--- src/rtl/prga_prog_receiver.sv ---
`default_nettype none
// +----------------------------------------------------------------------------+
// | Module      : prga_prog_receiver                                           |
// | Description : Serial bitstream receiver. Hunts for a sync word, unpacks a  |
// |               length-prefixed frame into configuration words behind a      |
// |               2-entry ready/valid FIFO, then forwards later serial traffic |
// |               down the daisy chain. Optional CRC-16 trailer check when     |
// |               PRGA_PROG_CRC_EN is defined.                                 |
// | Revision    : 1.0 - initial release                                        |
// +----------------------------------------------------------------------------+
module prga_prog_receiver #(
   parameter int          WORD_WIDTH = 8,
   parameter logic [15:0] SYNC_WORD  = 16'hA55A
) (
   input  logic                  prog_clk,
   input  logic                  prog_rst_n,
   input  logic                  prog_we,
   input  logic                  prog_din,
   output logic [WORD_WIDTH-1:0] cfg_data,
   output logic                  cfg_valid,
   input  logic                  cfg_ready,
   output logic                  prog_done,
   output logic                  prog_err,
   output logic                  prog_dout,
   output logic                  prog_we_o
);

   localparam int              c_bcw      = $clog2(WORD_WIDTH);
   localparam logic [c_bcw-1:0] c_bit_last = c_bcw'(WORD_WIDTH - 1);

   typedef enum logic [2:0] {
      S_SYNC = 3'd0,
      S_LEN  = 3'd1,
      S_DATA = 3'd2,
      S_CRC  = 3'd3,
      S_FIN  = 3'd4,
      S_ERR  = 3'd5
   } state_t;

   state_t                r_state;
   logic [14:0]           r_shift;
   logic [3:0]            r_fld_cnt;
   logic [c_bcw-1:0]      r_bit_cnt;
   logic [WORD_WIDTH-2:0] r_word_sr;
   logic [15:0]           r_word_cnt;

   logic [WORD_WIDTH-1:0] r_mem [2];
   logic                  r_rd_ptr;
   logic                  r_wr_ptr;
   logic [1:0]            r_count;

   logic [15:0]           w_shift_next;
   logic [WORD_WIDTH-1:0] w_word_next;
   logic                  w_fld_last;
   logic                  w_word_last;
   logic                  w_len_zero;
   logic                  w_push;
   logic                  w_pop;
   logic                  w_overflow;
   logic                  w_crc_bad;
   logic                  w_err_set;
   logic                  w_fin_entry;
   logic                  w_done_set;
   logic [1:0]            w_count_next;

   // Full 16-bit views are formed from the stored 15/WORD_WIDTH-1 bits plus the incoming bit
   assign w_shift_next = {r_shift, prog_din};
   assign w_word_next  = {r_word_sr, prog_din};
   assign w_fld_last   = (r_fld_cnt == 4'hF);
   assign w_word_last  = (r_bit_cnt == c_bit_last);
   assign w_len_zero   = (w_shift_next == 16'h0000);

   assign cfg_valid  = (r_count != 2'd0);
   assign cfg_data   = r_mem[r_rd_ptr];
   assign w_push     = (r_state == S_DATA) && prog_we && w_word_last;
   assign w_pop      = cfg_valid && cfg_ready;
   assign w_overflow = w_push && (r_count == 2'd2) && !w_pop;
   assign w_err_set  = w_overflow || w_crc_bad;

   always_comb begin
      w_count_next = r_count;
      if (w_push && !w_pop)
         w_count_next = r_count + 2'd1;
      else if (!w_push && w_pop)
         w_count_next = r_count - 2'd1;
   end

`ifdef PRGA_PROG_CRC_EN
   logic [15:0] r_crc;
   logic [15:0] w_crc_next;
   logic        w_crc_fb;

   // CRC-16-CCITT, one bit per qualified cycle, MSB first
   assign w_crc_fb    = r_crc[15] ^ prog_din;
   assign w_crc_next  = {r_crc[14:0], 1'b0} ^ (w_crc_fb ? 16'h1021 : 16'h0000);
   assign w_crc_bad   = (r_state == S_CRC) && prog_we && w_fld_last && (w_shift_next != r_crc);
   assign w_fin_entry = (r_state == S_CRC) && prog_we && w_fld_last && (w_shift_next == r_crc);
`else
   assign w_crc_bad   = 1'b0;
   assign w_fin_entry = prog_we &&
                        (((r_state == S_LEN) && w_fld_last && w_len_zero) ||
                         (w_push && (r_word_cnt == 16'd1)));
`endif

   // Done may assert on the very edge that enters FIN when nothing is left to drain
   assign w_done_set = (w_fin_entry || (r_state == S_FIN)) && (w_count_next == 2'd0);

   always_ff @(posedge prog_clk or negedge prog_rst_n) begin
      if (!prog_rst_n) begin
         r_state    <= S_SYNC;
         r_shift    <= '0;
         r_fld_cnt  <= '0;
         r_bit_cnt  <= '0;
         r_word_sr  <= '0;
         r_word_cnt <= '0;
         prog_done  <= 1'b0;
         prog_err   <= 1'b0;
         prog_dout  <= 1'b0;
         prog_we_o  <= 1'b0;
`ifdef PRGA_PROG_CRC_EN
         r_crc      <= 16'hFFFF;
`endif
      end else begin
         prog_dout <= prog_done & prog_din;
         prog_we_o <= prog_done & prog_we;
         if (w_done_set)
            prog_done <= 1'b1;

         case (r_state)
            S_SYNC: begin
               if (prog_we) begin
                  r_shift <= w_shift_next[14:0];
                  if (w_shift_next == SYNC_WORD) begin
                     r_state   <= S_LEN;
                     r_fld_cnt <= '0;
`ifdef PRGA_PROG_CRC_EN
                     r_crc     <= 16'hFFFF;
`endif
                  end
               end
            end

            S_LEN: begin
               if (prog_we) begin
                  r_shift   <= w_shift_next[14:0];
                  r_fld_cnt <= r_fld_cnt + 4'd1;
`ifdef PRGA_PROG_CRC_EN
                  r_crc     <= w_crc_next;
`endif
                  if (w_fld_last) begin
                     r_word_cnt <= w_shift_next;
                     r_bit_cnt  <= '0;
                     r_fld_cnt  <= '0;
                     if (!w_len_zero)
                        r_state <= S_DATA;
`ifdef PRGA_PROG_CRC_EN
                     else
                        r_state <= S_CRC;
`else
                     else
                        r_state <= S_FIN;
`endif
                  end
               end
            end

            S_DATA: begin
               if (prog_we) begin
                  r_word_sr <= w_word_next[WORD_WIDTH-2:0];
`ifdef PRGA_PROG_CRC_EN
                  r_crc     <= w_crc_next;
`endif
                  if (w_word_last) begin
                     r_bit_cnt  <= '0;
                     r_word_cnt <= r_word_cnt - 16'd1;
                     if (r_word_cnt == 16'd1) begin
                        r_fld_cnt <= '0;
`ifdef PRGA_PROG_CRC_EN
                        r_state   <= S_CRC;
`else
                        r_state   <= S_FIN;
`endif
                     end
                  end else begin
                     r_bit_cnt <= r_bit_cnt + 1'b1;
                  end
               end
            end

            S_CRC: begin
`ifdef PRGA_PROG_CRC_EN
               if (prog_we) begin
                  r_shift   <= w_shift_next[14:0];
                  r_fld_cnt <= r_fld_cnt + 4'd1;
                  if (w_fin_entry)
                     r_state <= S_FIN;
               end
`else
               r_state <= S_FIN;
`endif
            end

            S_FIN:   r_state <= S_FIN;
            S_ERR:   r_state <= S_ERR;
            default: r_state <= S_SYNC;
         endcase

         // Overflow and CRC mismatch override any transition taken above
         if (w_err_set) begin
            r_state  <= S_ERR;
            prog_err <= 1'b1;
         end
      end
   end

   always_ff @(posedge prog_clk or negedge prog_rst_n) begin
      if (!prog_rst_n) begin
         r_rd_ptr <= 1'b0;
         r_wr_ptr <= 1'b0;
         r_count  <= 2'd0;
      end else if (w_err_set) begin
         r_rd_ptr <= 1'b0;
         r_wr_ptr <= 1'b0;
         r_count  <= 2'd0;
      end else begin
         if (w_push)
            r_wr_ptr <= ~r_wr_ptr;
         if (w_pop)
            r_rd_ptr <= ~r_rd_ptr;
         r_count <= w_count_next;
      end
   end

   // When full, a simultaneous push lands in the slot being popped this cycle
   always_ff @(posedge prog_clk) begin
      if (w_push)
         r_mem[r_wr_ptr] <= w_word_next;
   end

endmodule
`default_nettype wire

--- config.mk ---
export PLATFORM = sky130hd
export DESIGN_NAME = prga_prog_receiver
export DESIGN_NICKNAME = d
export VERILOG_FILES = /design/src/rtl/prga_prog_receiver.sv
export SDC_FILE = /design/constraint.sdc
export NUM_CORES = 1
export LEC_CHECK = 0
export ABC_AREA = 1
export CAP_MARGIN = 20
export CORE_MARGIN = 2
export CORE_UTILIZATION = 65
export DETAILED_ROUTE_END_ITERATION = 8
export PLACE_DENSITY = 0.85
export SLEW_MARGIN = 0
export SYNTH_ARGS = -nofsm -noshare
export SYNTH_HDL_FRONTEND = slang
export SYNTH_SLANG_ARGS = --single-unit
--- constraint.sdc ---
create_clock -name prog_clk -period 4.34 [get_ports prog_clk]
set_input_delay 1.302 -clock prog_clk [delete_from_list [all_inputs] [get_ports prog_clk]]
set_output_delay 1.302 -clock prog_clk [all_outputs]
set_load 0.02 [all_outputs]
* Yosys cells after proc, flatten, opt, wreduce, memory -nomap -nowiden
Memories as Yosys holds them, arrays and structs flattened.
Cells that the tools add are included.
** Word-level totals
- Memory bits (read-only) :: 0
- Memories kept :: 1
- Bits in writable memories :: 16
- Bits of input ports :: 5
- Register bits :: 56
- Bits in latches :: 0
- Logic and storage cells :: 116
** Memory list
- r_mem :: words 2, width 8, rd ports 1, clocked after memory_dff 0, write ports 1, line 47 : logic [WORD_WIDTH-1:0] r_mem [2];
** Cells by class
- Multipliers :: 0
- Divide/modulo/power cells :: 0
- Mux-type cells :: 37
- Bitwise operators :: 4
- Add/subtract/negate cells :: 5
- Equal/unequal tests :: 24
- Magnitude comparators :: 0
- Reductions and logical operators :: 32
- Shifts and indexed selects :: 0
** Operator list (number)
- $mux W16 :: 4
- $mux W3 :: 13
- $pmux W16 S2 :: 1
- $mux W4 :: 7
- $ne A3 B3 Y1 const B :: 6
- $eq A16 B1 Y1 const B :: 1
- $eq A16 B16 Y1 const B :: 1
- $logic_not A16 Y1 :: 1
- $sub A16 B1 Y16 const B :: 1
- $pmux W3 S5 :: 1
- $reduce_and A7 Y1 :: 2
- $logic_and A1 B1 Y1 :: 12
- $ne A2 B2 Y1 const B :: 6
- $pmux W4 S3 :: 1
- $eq A3 B3 Y1 const B :: 3
- $reduce_bool A2 Y1 :: 4
- $eq A3 B2 Y1 const B :: 2
- $mux W1 :: 6
- $mux W2 :: 3
- $pmux W3 S2 :: 1
- $reduce_and A5 Y1 :: 1
- $add A4 B1 Y4 const B :: 1
- $eq A4 B4 Y1 const B :: 1
- $reduce_and A2 Y1 :: 2
- other kinds (16) :: 21

* Depth between registers and ports, before layout
Gate-level depths: netlist of the first run.
- Depth in word-level cells :: 9
- Depth in mapped cells :: 12

* Worst setup path before layout of the first run
Ideal clock, no wire load.
- Kind :: input port to flip-flop
- Start point :: input port prog_we
- End point :: memory r_mem[1][0] (enable)
- Arrival time :: 2054 ps
- Required time :: 3966 ps
- Path buffers :: 1
- Slack :: 1913 ps
- Stages :: 3
- Setup time :: 374 ps
- Path through :: buf_4 nand4_1 nor2_1
** On the way
- Cells in the longest elaborated chain, start to end :: 4
** RTL lines
- start, declared :: line 17 : input logic prog_we,
- $logic_and A1 B1 Y1 (2 in series) :: line 75 : assign w_push = (r_state == S_DATA) && prog_we && w_word_last;
- $mux W1 :: line 236 : if (w_push)
- $mux W1 (implied by the code) :: line 237 : r_mem[r_wr_ptr] <= w_word_next;
- end, declared :: line 47
Every way passes these cells.

* Worst setup path after layout of the first run
- Start point :: register r_rd_ptr
- End point :: output port cfg_data[3]
** On the way
- Cells in the longest elaborated chain, start to end :: 1
** RTL lines
- start, declared :: line 48 : logic r_rd_ptr;
- start signal, assigned :: line 229 : r_rd_ptr <= ~r_rd_ptr;
- $mem_v2 Z2 W8
- end, declared :: line 19 : output logic [WORD_WIDTH-1:0] cfg_data,
Every way passes these cells.

==> metrics.txt, run 1 <==
clk_lat worst skew=0.36 ns; max cap viols=0; EDFF count, synth=16; Worst Setup EP=cfg_data[3]; Synth Area in Compound Gates=10.47%; largest stage delay on the critical path=between 0.6 and 0.7 ns; fill count=roughly 390; area leader, netlist=dfrtp_1; most frequent cells after synthesis=nand2_1, dfrtp_1, inv_1; initial antenna violation count=0; Synth Area per Inst=about 8.6 um^2; setup bufs post-CTS=0; Pwr Total=2.454 mW; clk_skew=0.01129 ns; layout cells sized above 1=around an eighth; crit path launch=r_rd_ptr$_DFFE_PN0P_; first-pass GRT wire length=about 13000 um; Slew @ Worst Pin=between 0.7 and 0.8 ns; GP Congestion=0.9024; CTS Buf Count=9; drt total wl=between 7000 and 8000 um; Setup Crit Path Kind=reg -> out; syn nets=approximately 450; Min Hold Slack=between 0.4 and 0.5 ns; final worst setup slack=~1.1 ns; Setup Viol. Count Final=0; outcome=complete, no violations; number of global-route vias before repair=2759; worst r2r src=r_state[2]$_DFFE_PN0P_; die area=roughly 0.0065 mm^2; xor/xnor share of the synthesized area=approximately 1.4%; leak pwr=between 2 and 2.5 nW; Initial DRC Count=around 230; Root Buffer=clkbuf_8; Via density=~5.6; Synth Area in Adders=2.972%; Synth cell types=38; DRC Markers=0; R2R depth=9; # diodes=0; Required @ worst endpoint=roughly 3.0 ns; die span in y=80.35 um; Tcrit/Tclk final=between 70% and 80%; unrepaired setup endpoints after global routing=no; Hold Path Class=reg -> reg; Most used DFF post-synth=dfrtp_1; Max H-tree Level=3; synth-to-layout area growth=9.940%; arrival time at the worst endpoint=1.91 ns; mux cell area share after synthesis=about 3.9%; post-synth top area share=between 30% and 40%; Max Clk Rate=approximately 310 MHz; Post-DP HPWL=between 5000 and 6000 um; Vias=around 3000; final net count=470; final hold viol count=0; Core ar.=between 0.005 and 0.006 mm^2; Synth Cell Area=about 0.0038 mm^2; worst rel slew slack=approximately half; clock buffer depth=2; num ports=18; R2R setup slack=roughly 1.9 ns; crit end category=output pin; main combinational cell family by area after synthesis=simple AND/OR/NAND/NOR gates; r2r endpoint=r_word_cnt[6]$_DFFE_PN0P_; Post-CTS Resized=0; Starting Density=between 60% and 70%; #FFs+latches synth=72; Congestion Overflow GR=0; Post-Synth Simple-Gate Area=between 20% and 30%; crit-path cells=mux2_2 -> clkdlybuf4s50_1; register area share after synthesis=between 40 and 50%; minimum clock period=approximately 3.2 ns; setup TNS=0 ns; Slowest cell on crit path=dfrtp_1; Peak VDD IR=between 0.0004 and 0.0005 V; Power per Cell Area=between 500 and 600 mW/mm^2; # hold bufs at CTS=0; nature of the critical path startpoint=flop; CTS tree=built; gr usage total=between 20% and 30%; clk sinks=72; share of flip-flops with an asynchronous set or reset=between 70 and 80%; DR pass1 iterations=5; top cells by area, synth=dfrtp_1, edfxtp_1, nand2_1, inv_1, nor2_1; Slew Viols, Final=0; pre-CTS setup slack=1.025 ns; placement row count=27; Routed Antenna Nets=0; largest net degree at the start of global routing=32; Clk pin slew, worst setup/hold paths=about 0.080 ns; Avg WL per Cell=roughly 15 um; Buffers on Ports=17; worst-path maximum fanout=9; Syn. warnings=0; Syn Inst Count=440; Die W=about 80 um; most common cell in the netlist=nand2_1
==> report_power, final <==
group	leakage, nW	internal, mW	total [mW]	switching, mW
combinational	1.05	0.310	0.866	0.557
sequential	0.859	0.867	1.05	0.180
clock	0.101	0.271	0.542	0.271
total	2.01	1.45	2.45	1.01
==> cells in the final DEF (no fill, tap or decap), drive strengths merged <==
master and count:
o21ai 41, buf 2, a31o 1, nand3 27, nand4 6, or2 2, clkbuf 9, xor2 3
nand2 116, o211ai 2, clkdlybuf4s50 16, o21a 1, nor3 3, xnor2 3, nor2 50, dfrtp 56
a21oi 20, ha 9, o31ai 1, clkinvlp 1, edfxtp 16, bufinv 1, a21o 1, mux2 13
a22oi 1, inv 56, clkinv 4
==> kinds of logic (layout without fill, tap and decap cells) <==
group	count (synthesis)	count (layout)
buffers and inverters	68	89
muxes	13	13
DFF	72	72
xor gates and xnor gates	6	6
and+or+nand+nor	204	204
AOI/OAI and AO/OA	68	68
adders and majority gates	9	9
==> registers in the layout, indices dropped and copies added, names as in the netlist <==
name,cells
r_wr_ptr,1
r_mem,16
prog_err,1
r_shift,15
prog_done,1
r_bit_cnt,3
r_word_sr,7
prog_we_o,1
r_count,2
r_fld_cnt,4
r_word_cnt,16
r_state,3
prog_dout,1
r_rd_ptr,1
==> routing by layer <==
metal  global-route usage (%)  wire length (um)  vias to the layer above
met5                        0                 0                        -
met4                    11.02               139                        0
met1                    35.10              3469                     1422
li1                         -                 -                     1456
met3                    5.281               432                       16
met2                    41.50              3697                      103
==> cell type report <==
| type | count | area, um^2 | share of cell area [%] |
|---|---|---|---|
| multi-input cells | 300 | 1612 | 38.69 |
| well taps | 72 | 90.09 | 2.163 |
| clock inverters | 7 | 77.57 | 1.862 |
| flip-flops and latches | 72 | 1882 | 45.18 |
| inverters | 55 | 207.7 | 4.986 |
| repair buffers | 18 | 172.7 | 4.145 |
| clock buffers | 9 | 123.9 | 2.974 |
==> critical path, delay by kind of cell (launching register included) <==
kind	cells	cell delay, ns
muxes	1	0.40
DFF	1	0.61
buffers and inverters	1	0.55
==> per-stage QoR <==
step / cells / area, um^2 / utilization [%]
after global placement: 517 / 3964 / 71.11
final: 533 / 4165 / 74.73
after floorplan: 440 / 3789 / -
after detailed placement: 517 / 3964 / 71.11
after global routing: 533 / 4165 / 74.73
after CTS: 533 / 4165 / 74.73
==> worst min-delay path by stage <==
stage,from,to,slack (ns),depth (start not counted)
6_report,prog_err$_DFFE_PN0P_,prog_err$_DFFE_PN0P_,0.48,1
4_1_cts,prog_err$_DFFE_PN0P_,prog_err$_DFFE_PN0P_,0.48,1
3_3_place_gp,prog_err$_DFFE_PN0P_,prog_err$_DFFE_PN0P_,0.45,1
2_1_floorplan,r_word_sr[5]$_DFFE_PN0N_,r_mem[0][6]$_DFFE_PP_,0.44,0
3_5_place_dp,prog_err$_DFFE_PN0P_,prog_err$_DFFE_PN0P_,0.46,1
5_1_grt,prog_err$_DFFE_PN0P_,prog_err$_DFFE_PN0P_,0.51,1
(Power assumes the default switching activity.)
==> inputs of run 2 (changes only) <==
--- a/config.mk
+++ b/config.mk
@@ -8,9 +8,9 @@
 export ABC_AREA = 1
 export CAP_MARGIN = 20
 export CORE_MARGIN = 2
-export CORE_UTILIZATION = 65
+export CORE_UTILIZATION = 60
 export DETAILED_ROUTE_END_ITERATION = 8
-export PLACE_DENSITY = 0.85
+export PLACE_DENSITY = 0.79
 export SLEW_MARGIN = 0
 export SYNTH_ARGS = -nofsm -noshare
 export SYNTH_HDL_FRONTEND = slang
==> constraint.sdc (replaced) <==
create_clock -name prog_clk -period 3.3 [get_ports prog_clk]
set_input_delay 0.99 -clock prog_clk [delete_from_list [all_inputs] [get_ports prog_clk]]
set_output_delay 0.99 -clock prog_clk [all_outputs]
set_load 0.02 [all_outputs]
==> metrics.txt, run 2 (same netlist as run 1, synthesis figures left out) <==
Hold Path Origin=prog_err$_DFFE_PN0P_; clk_skew=0.008219 ns (-0.003070 ns); nature of the critical path startpoint=flop; crit end category=output pin; Power per Cell Area=762.4 mW/mm^2 (+29%); CTS Buf Count=9 (unchanged); final worst setup slack=0.4345 ns (-0.6960 ns); clock share of power=20.8% (-1.3 points); crit path launch=r_rd_ptr$_DFFE_PN0P_; Slew Viols, Final=0 (unchanged); r2r endpoint=r_word_cnt[6]$_DFFE_PN0P_; max cap viols=0 (unchanged); fill count=461 (+19%); Starting Density=62.87% (-5.1 points); # hold bufs at CTS=0 (unchanged); setup bufs post-CTS=0 (unchanged); drt total wl=7716 um (-0.28%); Buffers on Ports=17 (unchanged); Int Power=1.845 mW (+27%); clk_lat worst skew=0.35 ns (about the same); synth-to-layout area growth=10.60%; R2R setup slack=1.12 ns (-0.79 ns); crit-path cells=mux2_2 -> clkdlybuf4s50_1; setup TNS=0 ns (unchanged); most common cell after layout, fill and taps aside=nand2_1; largest net degree at the start of global routing=37 (+16%); worst-path maximum fanout=9 (unchanged); Tcrit/Tclk final=between 80% and 90%; Die W=83.47 um (+3.9%); Max Clk Rate=349.0 MHz; worst rel slew slack=68.89% (+20 points); placement row count=28 (+3.7%); CP Depth=2 (unchanged); largest stage delay on the critical path=0.60 ns (about the same); outcome=complete, no violations; first-pass GRT wire length=13330 um (+4.9%); Via density=5.501 (-2.2%); Required @ worst endpoint=2.31 ns (-0.73 ns); most frequent cells in the layout=nand2_1, dfrtp_1, inv_1; share of total power in combinational logic=36.2% (+0.9 points); clock buffer depth=2 (unchanged); Initial DRC Count=282 (+22%); Worst Setup EP=cfg_data[4]; minimum clock period=roughly 2.9 ns; leak pwr=2.021 nW (+0.69%); CP delay by family, top=flip-flops; Pwr Total=3.195 mW (+30%); Slowest cell on crit path=dfrtp_1; R2R depth=10 (+1); Largest regs=r_mem x16, r_word_cnt x16, r_shift x15; die span in y=83.47 um (+3.9%); unrepaired setup endpoints after global routing=no; clk sinks=72 (unchanged); Buf+Inv Stages, Crit Path=1 (unchanged); Core ar.=0.006026 mm^2 (+8.1%); final hold viol count=0 (unchanged); final net count=475 (+1.1%); initial antenna violation count=0 (unchanged); Routed Antenna Nets=0 (unchanged); CTS tree=built; Hold Path Class=reg -> reg; Slew @ Worst Pin=0.4666 ns (-0.2985 ns); Seq pwr share=43.1% (+0.5 points); GP Congestion=0.8817 (-2.3%); Post-CTS Resized=0 (unchanged); num ports=18 (unchanged); Setup Viol. Count Final=0 (unchanged); number of global-route vias before repair=2867 (+3.9%); gr usage total=24.05% (-2.1 points); Vias=2976 (-0.70%); Max H-tree Level=3 (unchanged); Sw Ratio=42.27% (+1.2 points); Setup Crit Path Kind=reg -> out; # diodes=0 (unchanged); die area=0.006966 mm^2 (+7.9%); DRC Markers=0 (unchanged); DR pass1 iterations=5 (unchanged); Root Buffer=clkbuf_8; Avg WL per Cell=14.26 um (-1.8%); arrival time at the worst endpoint=1.88 ns (-0.03 ns); pre-CTS setup slack=0.6649 ns (-0.3599 ns); Peak VDD IR=0.0004931 V (+13%); Congestion Overflow GR=0 (unchanged); Post-DP HPWL=5551 um (about the same); worst r2r src=r_state[2]$_DFFE_PN0P_; Psw=1.350 mW (+34%); Clk pin slew, worst setup/hold paths=0.09 ns (about the same); layout cells sized above 1=13.95% (+0.93 points)
run 2: changes by cell type in the layout (fill, tap and decap cells not counted):
cell / delta
buf_4: +5
bufinv_16: -1
clkinv_2: -1
clkinvlp_4: +1
inv_8: +1
run 2: through the flow:
| stage | instance area, um^2 | utilization, % | instances | hold WS [ns] |
|---|---|---|---|---|
| after floorplan | 3789 | - | 440 | 0.4421 |
| after global placement | 4005 | 66.47 | 525 | 0.4475 |
| after detailed placement | 4005 | 66.47 | 525 | 0.4507 |
| after CTS | 4190 | 69.54 | 541 | 0.4724 |
| after global routing | 4190 | 69.54 | 541 | 0.5003 |
| final | 4190 | 69.54 | 541 | 0.4687 |
run 2: worst register-to-register path, cell delays in order (launching register included):
cell and delay [ns]:
dfrtp_1 0.43, inv_2 0.14, nand2_2 0.08, nor2_4 0.07
buf_4 0.27, nand2_2 0.25, nand2_4 0.15, nand2_4 0.16
clkinv_2 0.20, o21ai_0 0.12, a21o_1 0.18
run 2: how the worst min path moves through the flow:
stage | to | slack (ns) | depth (start not counted)
2_1_floorplan | r_mem[0][6]$_DFFE_PP_ | 0.44 | 0
3_3_place_gp | prog_err$_DFFE_PN0P_ | 0.45 | 1
3_5_place_dp | prog_err$_DFFE_PN0P_ | 0.45 | 1
4_1_cts | prog_err$_DFFE_PN0P_ | 0.47 | 1
5_1_grt | prog_err$_DFFE_PN0P_ | 0.50 | 1
6_report | prog_err$_DFFE_PN0P_ | 0.47 | 1
run 2: layout make-up:
class / count / area, um^2 / share of cell area, %
clock buffer: 9 / 123.9 / 2.956
clock inverter: 7 / 61.31 / 1.463
inverter: 55 / 207.7 / 4.957
multi-input combinational: 300 / 1612 / 38.46
sequential: 72 / 1882 / 44.91
tap: 75 / 93.84 / 2.239
timing repair buffer: 23 / 210.2 / 5.016
run 2: routing by layer:
layer  up-vias  wire [um]  global-route usage [%]
met4         0        114                   8.211
met5         -          0                       0
met3        12        345                   4.946
li1       1458          -                       -
met2        96       3732                   38.86
met1      1410       3524                   32.76
run 2: power groups by stage:
stage | logic, mW | clock network (mW) | registers [mW]
2_1_floorplan | 0.922 | 0 | 1.31
3_3_place_gp | 1.09 | 0 | 1.38
3_5_place_dp | 1.14 | 0 | 1.39
4_1_cts | 1.15 | 0.671 | 1.37
5_1_grt | 1.32 | 0.712 | 1.41
6_report | 1.15 | 0.663 | 1.38
==> inputs of run 3 (changes only) <==
--- a/config.mk
+++ b/config.mk
@@ -7,10 +7,12 @@
 export LEC_CHECK = 0
 export ABC_AREA = 1
 export CAP_MARGIN = 20
+export CELL_PAD_IN_SITES_DETAIL_PLACEMENT = 2
+export CELL_PAD_IN_SITES_GLOBAL_PLACEMENT = 2
 export CORE_MARGIN = 2
-export CORE_UTILIZATION = 60
+export CORE_UTILIZATION = 37
 export DETAILED_ROUTE_END_ITERATION = 8
-export PLACE_DENSITY = 0.79
+export PLACE_DENSITY_LB_ADDON = 0.1
 export SLEW_MARGIN = 0
 export SYNTH_ARGS = -nofsm -noshare
 export SYNTH_HDL_FRONTEND = slang
==> metrics.txt, run 3 (same netlist as run 1, synthesis figures left out) <==
Int Power=1.916 mW (+3.9%); hold path endpoint=prog_err$_DFFE_PN0P_; layout cells sized above 1=13.95% (unchanged); share of total power in combinational logic=35.8% (-0.4 points); pre-CTS setup slack=0.4615 ns (-0.2034 ns); gr usage total=19.98% (-4.1 points); clk sinks=72 (unchanged); Vias=3007 (+1.0%); synth-to-layout area growth=13.31%; Post-DP Area=0.004090 mm^2 (+2.1%); R2R depth=8 (-2); Setup Crit Path Kind=reg -> out; Slew @ Worst Pin=0.6571 ns (+0.1905 ns); Tcrit/Tclk final=87.40% (+0.57 points); Sw Ratio=42.32% (+0.059 points); minimum clock period=2.884 ns (+0.01880 ns); number of global-route vias before repair=3347 (+17%); post-route cell area=0.004293 mm^2 (+2.4%); DRC Markers=0 (unchanged); fill count=1092 (+140%); Avg WL per Cell=16.75 um (+17%); Min Hold Slack=0.4685 ns (-0.0002080 ns); Buffers on Ports=17 (unchanged); # hold bufs at CTS=0 (unchanged); clk_skew=0.01203 ns (+0.003812 ns); Peak VDD IR=0.0003127 V (-37%); setup bufs post-CTS=0 (unchanged); Core ar.=0.009864 mm^2 (+64%); worst-path maximum fanout=9 (unchanged); R2R setup slack=1.27 ns (+0.15 ns); final net count=475 (unchanged); Root Buffer=clkbuf_8; die span in y=105.2 um (+26%); fin cells=599 (+11%); most frequent cells in the layout=nand2_1, dfrtp_1, inv_1; clock share of power=22.1% (+1.3 points); worst rel slew slack=56.20% (-13 points); Die W=105.2 um (+26%); Initial DRC Count=117 (-59%); num ports=18 (unchanged); DR pass1 iterations=4 (-1); Slew Viols, Final=0 (unchanged); unrepaired setup endpoints after global routing=no; Psw=1.406 mW (+4.1%); die area=0.01106 mm^2 (+59%); Power per Cell Area=773.9 mW/mm^2 (+1.5%); Via density=5.020 (-8.7%); most common cell after layout, fill and taps aside=nand2_1; Max H-tree Level=3 (unchanged); initial antenna violation count=0 (unchanged); first-pass GRT wire length=17310 um (+30%); outcome=complete, no violations; hold path depth=1 (unchanged); Routed Antenna Nets=0 (unchanged); Setup Viol. Count Final=0 (unchanged); clk_lat worst skew=0.36 ns (about the same); Largest regs=r_mem x16, r_word_cnt x16, r_shift x15; placed cells=583 (+11%); r2r endpoint=r_word_cnt[1]$_DFFE_PN0P_; Required @ worst endpoint=2.31 ns (about the same); CTS tree=built; largest net degree at the start of global routing=32 (-14%); final hold viol count=0 (unchanged); placement row count=36 (+29%); CTS Buf Count=9 (unchanged); Congestion Overflow GR=0 (unchanged); drt total wl=10030 um (+30%); Max Clk Rate=346.7 MHz (-0.65%); GP Congestion=0.7367 (-16%); max cap viols=0 (unchanged); setup TNS=0 ns (unchanged); Post-CTS Resized=0 (unchanged); Starting Density=38.41% (-24 points); Hold Path Class=reg -> reg; # diodes=0 (unchanged); leak pwr=2.041 nW (+0.96%); Hold Path Origin=prog_err$_DFFE_PN0P_; clock buffer depth=2 (unchanged); Seq pwr share=42.1% (-1.0 points); arrival time at the worst endpoint=1.89 ns (about the same); nature of the critical path startpoint=flop; crit end category=output pin; final worst setup slack=0.4157 ns (-0.01880 ns); Clk pin slew, worst setup/hold paths=0.09 ns (about the same); worst r2r src=r_state[2]$_DFFE_PN0P_; Post-DP HPWL=7500 um (+35%)
-- run 3: through the flow --
stage	power, mW	util [%]
after detailed placement	2.621	41.46
after global routing	3.624	43.52
after global placement	2.540	41.46
after floorplan	2.230	-
after CTS	3.380	43.52
final	3.322	43.52
-- run 3: per-layer routing --
| metal | vias to the layer above | GRT usage [%] | routed length [um] |
|---|---|---|---|
| met4 | 0 | 5.429 | 117 |
| li1 | 1464 | - | - |
| met5 | - | 0 | 0 |
| met2 | 29 | 33.46 | 5041 |
| met1 | 1502 | 26.34 | 4568 |
| met3 | 12 | 3.868 | 306 |
-- run 3: power by group through the flow --
stage | Clock, mW | Combinational (mW) | Sequential [mW]
floorplan | 0 | 0.922 | 1.31
global placement | 0 | 1.15 | 1.39
detailed placement | 0 | 1.21 | 1.41
CTS | 0.761 | 1.22 | 1.40
global route | 0.798 | 1.39 | 1.44
finish | 0.735 | 1.19 | 1.40
-- run 3: area by class of cell --
class / instances / area [um^2] / share of cell area [%]
clock inverters: 7 / 78.83 / 1.836
clock buffers: 9 / 123.9 / 2.885
repair buffers: 23 / 222.7 / 5.188
multi-input cells: 300 / 1612 / 37.54
flip-flops and latches: 72 / 1882 / 43.84
inverters: 55 / 207.7 / 4.838
well taps: 133 / 166.4 / 3.876
-- run 3: worst max-delay path by stage --
stage	from	to	slack, ns	depth (start not counted)
final	r_rd_ptr$_DFFE_PN0P_	cfg_data[3]	0.42	2
after global routing	r_rd_ptr$_DFFE_PN0P_	cfg_data[5]	0.31	2
after floorplan	prog_we	r_mem[1][0]$_DFFE_PP_	1.18	3
after global placement	prog_we	r_word_cnt[15]$_DFFE_PN0P_	0.52	8
after detailed placement	prog_we	r_word_cnt[1]$_DFFE_PN0P_	0.46	7
after CTS	r_rd_ptr$_DFFE_PN0P_	cfg_data[3]	0.37	2
-- run 3: critical path, cell delays in order, from the launching register on --
cell and delay (ns):
dfrtp_1 0.61, mux2_2 0.39, clkdlybuf4s50_1 0.54
==> patch 1, RTL diff (settings of run 3) <==
The 6 states of `state_t` get a one-hot encoding in 6 bits.
--- a/src/rtl/prga_prog_receiver.sv
+++ b/src/rtl/prga_prog_receiver.sv
@@ -28,13 +28,13 @@
    localparam int              c_bcw      = $clog2(WORD_WIDTH);
    localparam logic [c_bcw-1:0] c_bit_last = c_bcw'(WORD_WIDTH - 1);
 
-   typedef enum logic [2:0] {
-      S_SYNC = 3'd0,
-      S_LEN  = 3'd1,
-      S_DATA = 3'd2,
-      S_CRC  = 3'd3,
-      S_FIN  = 3'd4,
-      S_ERR  = 3'd5
+   typedef enum logic [5:0] {
+      S_SYNC = 6'b000001,
+      S_LEN  = 6'b000010,
+      S_DATA = 6'b000100,
+      S_CRC  = 6'b001000,
+      S_FIN  = 6'b010000,
+      S_ERR  = 6'b100000
    } state_t;
 
    state_t                r_state;
Check against the original RTL: no difference found for any inputs over 10 cycles, from zero or initial values and one cycle with prog_rst_n low; not proved beyond that.
==> patch 1 against run 3 <==
Critical path depth grew 2. Cell count increased by 1.5%. Sequential cell count increased by 2. Clock skew shrank 0.0052 ns. Synthesized area increased by 1.4%. Sequential share of layout area is 0.22 points higher. Total power grew 8.8%. Worst setup slack lost 0.016 ns. Wire length grew 4.7%. Final area up 2.2%. Critical endpoint is now cfg_data[1]. Highest routed layer unchanged.
==> patch 1: results <==
[route]
post_drt_via_cell_ratio = 5.02
wl_met3_um = 142
detailroute.wirelength.met2_um = 5560
first_iter_violations = 102

[setup_path]
max_stage_delay_ns = 0.53
critical_path_peak_fanout = 10
crit_family = buffers and inverters
cp.arrival_ns = 1.91

[power]
p_leak_nw = 2.06
worst_ir_drop_vdd_mv = 0.300
combinationalPower_mw = 1.35

[status]
run_status = completed

[timing]
timing.slew.headroom = 0.654
post_route_hold_slack_ns = 0.485
post-route-period-util = 0.879
clock-skew-final_ns = 0.00686

[global_route]
all_layer_gr_usage = 0.203
global_route_wire_length_before_repair_um = 17700
grt_util_met1 = 0.254
first_global_vias = 3427
grt_max_degree = 31
use_met3 = 0.0315

[placement]
post-place-ws_ns = 0.529
place_area_mm2 = 0.00415

[yosys]
yosys-top-cells-area = sky130_fd_sc_hd__dfrtp_1 (37%), sky130_fd_sc_hd__edfxtp_1 (13%), sky130_fd_sc_hd__nand2_1 (12%)

[layout]
fillerInstances = 1178
-- patch 1: changes by cell type after synthesis, moves of 4 or more --
cell	before	now
sky130_fd_sc_hd__a21oi_2	7	0
sky130_fd_sc_hd__inv_1	49	43
sky130_fd_sc_hd__mux2_2	13	7
sky130_fd_sc_hd__nand2_1	110	124
sky130_fd_sc_hd__nand2_4	4	0
sky130_fd_sc_hd__nand3_2	1	5
sky130_fd_sc_hd__nand4_1	4	10
sky130_fd_sc_hd__nor2_1	48	43
sky130_fd_sc_hd__nor2_2	0	5
sky130_fd_sc_hd__o21ai_1	11	6
-- patch 1: cell families (layout without fill, tap and decap cells) --
kind of cell               after synthesis  count (layout)  share of synthesized area
AOI/OAI and AO/OA                       59              59                     0.0919
xor gates and xnor gates                 6               6                     0.0137
adders and majority gates                7               7                     0.0228
buffers and inverters                   61              89                     0.0681
DFF                                     74              74                      0.503
muxes                                    7               7                     0.0205
and+or+nand+nor                        230             230                      0.280
-- patch 1: final timing paths --
check                                      to        from  cells after the start
min in group asynchronous       r_word_cnt[2]  prog_rst_n                      1
worst max register to register   r_fld_cnt[3]  r_state[1]                     10
worst max-delay path              cfg_data[1]    r_rd_ptr                      4
worst min-delay path                 prog_err    prog_err                      1
max in group asynchronous          r_state[0]  prog_rst_n                      2
worst min register to register       prog_err    prog_err                      1
-- patch 1: final cells by class --
class                   count  area, um^2  area share
inverters                  50         188      0.0428
clock buffers               9         124      0.0282
flip-flops and latches     74        1930       0.441
repair buffers             23         210      0.0479
clock inverters             7         118      0.0268
multi-input cells         309        1650       0.375
well taps                 136         170      0.0388
-- patch 1: per-stage QoR --
stage                     total power [mW]  cells
after floorplan                       2.33    444
after global placement                2.69    592
after detailed placement              2.79    592
after CTS                             3.67    608
after global routing                  3.91    608
final                                 3.62    608
==> patch 2, RTL diff (flow settings as in run 3) <==
Without the edit above. Change the parameter `WORD_WIDTH` from 8 to 16.
--- a/src/rtl/prga_prog_receiver.sv
+++ b/src/rtl/prga_prog_receiver.sv
@@ -9,7 +9,7 @@
 // | Revision    : 1.0 - initial release                                        |
 // +----------------------------------------------------------------------------+
 module prga_prog_receiver #(
-   parameter int          WORD_WIDTH = 8,
+   parameter int          WORD_WIDTH = 16,
    parameter logic [15:0] SYNC_WORD  = 16'hA55A
 ) (
    input  logic                  prog_clk,
Ports: changed (resized cfg_data); port bits go from 18 to 26. The function was not compared with the original's and may differ.
==> patch 2 against run 3 <==
Synthesized area up 24%. Total power up 20%. Fmax down 6.7%. Combinational power up 7%. Hold slack better by 0.0041 ns. Cell count up 17%. Wire length up 18%. Synthesized cell count up 11%. Final area up 26%. Worst setup slack worse by 0.21 ns. Sequential cell count up 25. Die area up 23%. First-iteration DRC count up 35%. Largest power group unchanged. Highest routed layer unchanged.
==> patch 2: results <==
[setup_path]
max_stage_delay_ns = 0.79
critical_path_peak_fanout = 17
cp.arrival_ns = 2.10

[layout]
fillerInstances = 1379
drive_above_1_share = 0.150
clockBufferCount = 10
final_cell_count_no_fill = 700
post-route-cell-area_mm2 = 0.00543
seq_area_mm2 = 0.00259
final-nonclk-buf-share = 0.0576
multi_input_comb_area_mm2 = 0.00183
multi_input_cells = 325
design.final.nets = 536
clock_area_frac = 0.0500
largest_registers = r_mem x32, r_word_cnt x16
inv_count = 56
layout.non_clock_buffers = 34

[global_route]
all_layer_gr_usage = 0.189
global_route_wire_length_before_repair_um = 19500
first_global_vias = 3716
grt_antenna_before_repair = 0
grt_max_degree = 47

[route]
wl_per_cell_um = 16.9
first_iter_violations = 158
vias = 3474
drt_pass1_iterations = 4

[yosys]
synthFlopType = sky130_fd_sc_hd__dfrtp_1
yosys-mux-area-fraction = 0.0718
netlist_instances = 490
number_of_flops_mapped_to_enable_cells_by_yosys = 32
synth_common_cells = sky130_fd_sc_hd__nand2_1 (112), sky130_fd_sc_hd__dfrtp_1 (65), sky130_fd_sc_hd__inv_1 (52)
yosys.area_share.xor_xnor = 0.0130
yosys-top-cells-area = sky130_fd_sc_hd__dfrtp_1 (35%), sky130_fd_sc_hd__edfxtp_1 (20%), sky130_fd_sc_hd__nand2_1 (8.9%)
yosysUniqueCellTypes = 37
async_reset_ff_frac = 0.670
synth_nets = 503
synth-adder-area-share = 0.0213
synth-compound-area-share = 0.0782
synth-seq-area-share = 0.550

[placement]
place.port_buffers = 25
post-place-cells = 684
finalWeightedCongestion = 0.746
detailedPlacementHpwl_um = 8540
post-place-ws_ns = 0.525
place_area_mm2 = 0.00516

[clock_tree]
clk_pin_slew_worst_paths_ns = 0.07
ctsHtreeMaxLevel = 3
cts_root_buffer = sky130_fd_sc_hd__clkbuf_16
clock_sinks = 97
clock_latency_ns = 0.35

[min_path]
holdCritPathClass = reg2reg

[timing]
worstMarginPinSlew_ns = 0.692
clock-skew-final_ns = 0.00814
finalSetupViolCount = 0

[floorplanning]
well_tap_count = 172

[power]
p_leak_nw = 2.37
worst_ir_drop_vdd_mv = 0.324

[status]
run_status = completed
-- patch 2: cell types whose count changed after synthesis, moves of 3 or more --
cell / change
sky130_fd_sc_hd__a21oi_2: -6
sky130_fd_sc_hd__mux2_2: +17
sky130_fd_sc_hd__nand3_1: +7
sky130_fd_sc_hd__edfxtp_1: +16
sky130_fd_sc_hd__inv_1: +3
sky130_fd_sc_hd__or2_2: +3
sky130_fd_sc_hd__dfrtp_1: +9
sky130_fd_sc_hd__o21ai_2: -3
-- patch 2: path summary, 6_finish.rpt --
| kind | startpoint | slack [ns] | depth (start not counted) | endpoint |
|---|---|---|---|---|
| setup / recovery | r_rd_ptr | 0.21 | 2 | cfg_data[8] |
| hold reg to reg | prog_err | 0.47 | 1 | prog_err |
| max in group asynchronous | prog_rst_n | 1.83 | 3 | r_state[1] |
| hold / removal | prog_err | 0.47 | 1 | prog_err |
| min in group asynchronous | prog_rst_n | 0.73 | 2 | r_word_cnt[7] |
| setup reg to reg | r_state[0] | 1.28 | 8 | r_word_cnt[1] |
-- patch 2: routing by layer --
metal  part of all wire  vias to the layer above  wire length, um  track usage
met3              0.017                       14              197       0.0237
li1                   -                     1675                -            -
met5                  0                        -                0            0
met2               0.50                       34             5920        0.323
met4              0.015                        0              178       0.0635
met1               0.47                     1751             5570        0.249
-- patch 2: cells by family (layout without fill, tap and decap cells) --
logic type | after synthesis | in the layout
multiplexers | 30 | 30
buffers and inverters | 68 | 106
flip-flops | 97 | 97
adder cells (fa/ha/maj) | 8 | 8
AO/OA/AOI/OAI | 64 | 64
XOR/XNOR | 7 | 7
AND/OR/NAND/NOR | 216 | 216
-- patch 2: power breakdown --
group	internal [mW]	switching (mW)
sequential	1.46	0.264
clock	0.514	0.480
combinational	0.483	0.783
total	2.45	1.53
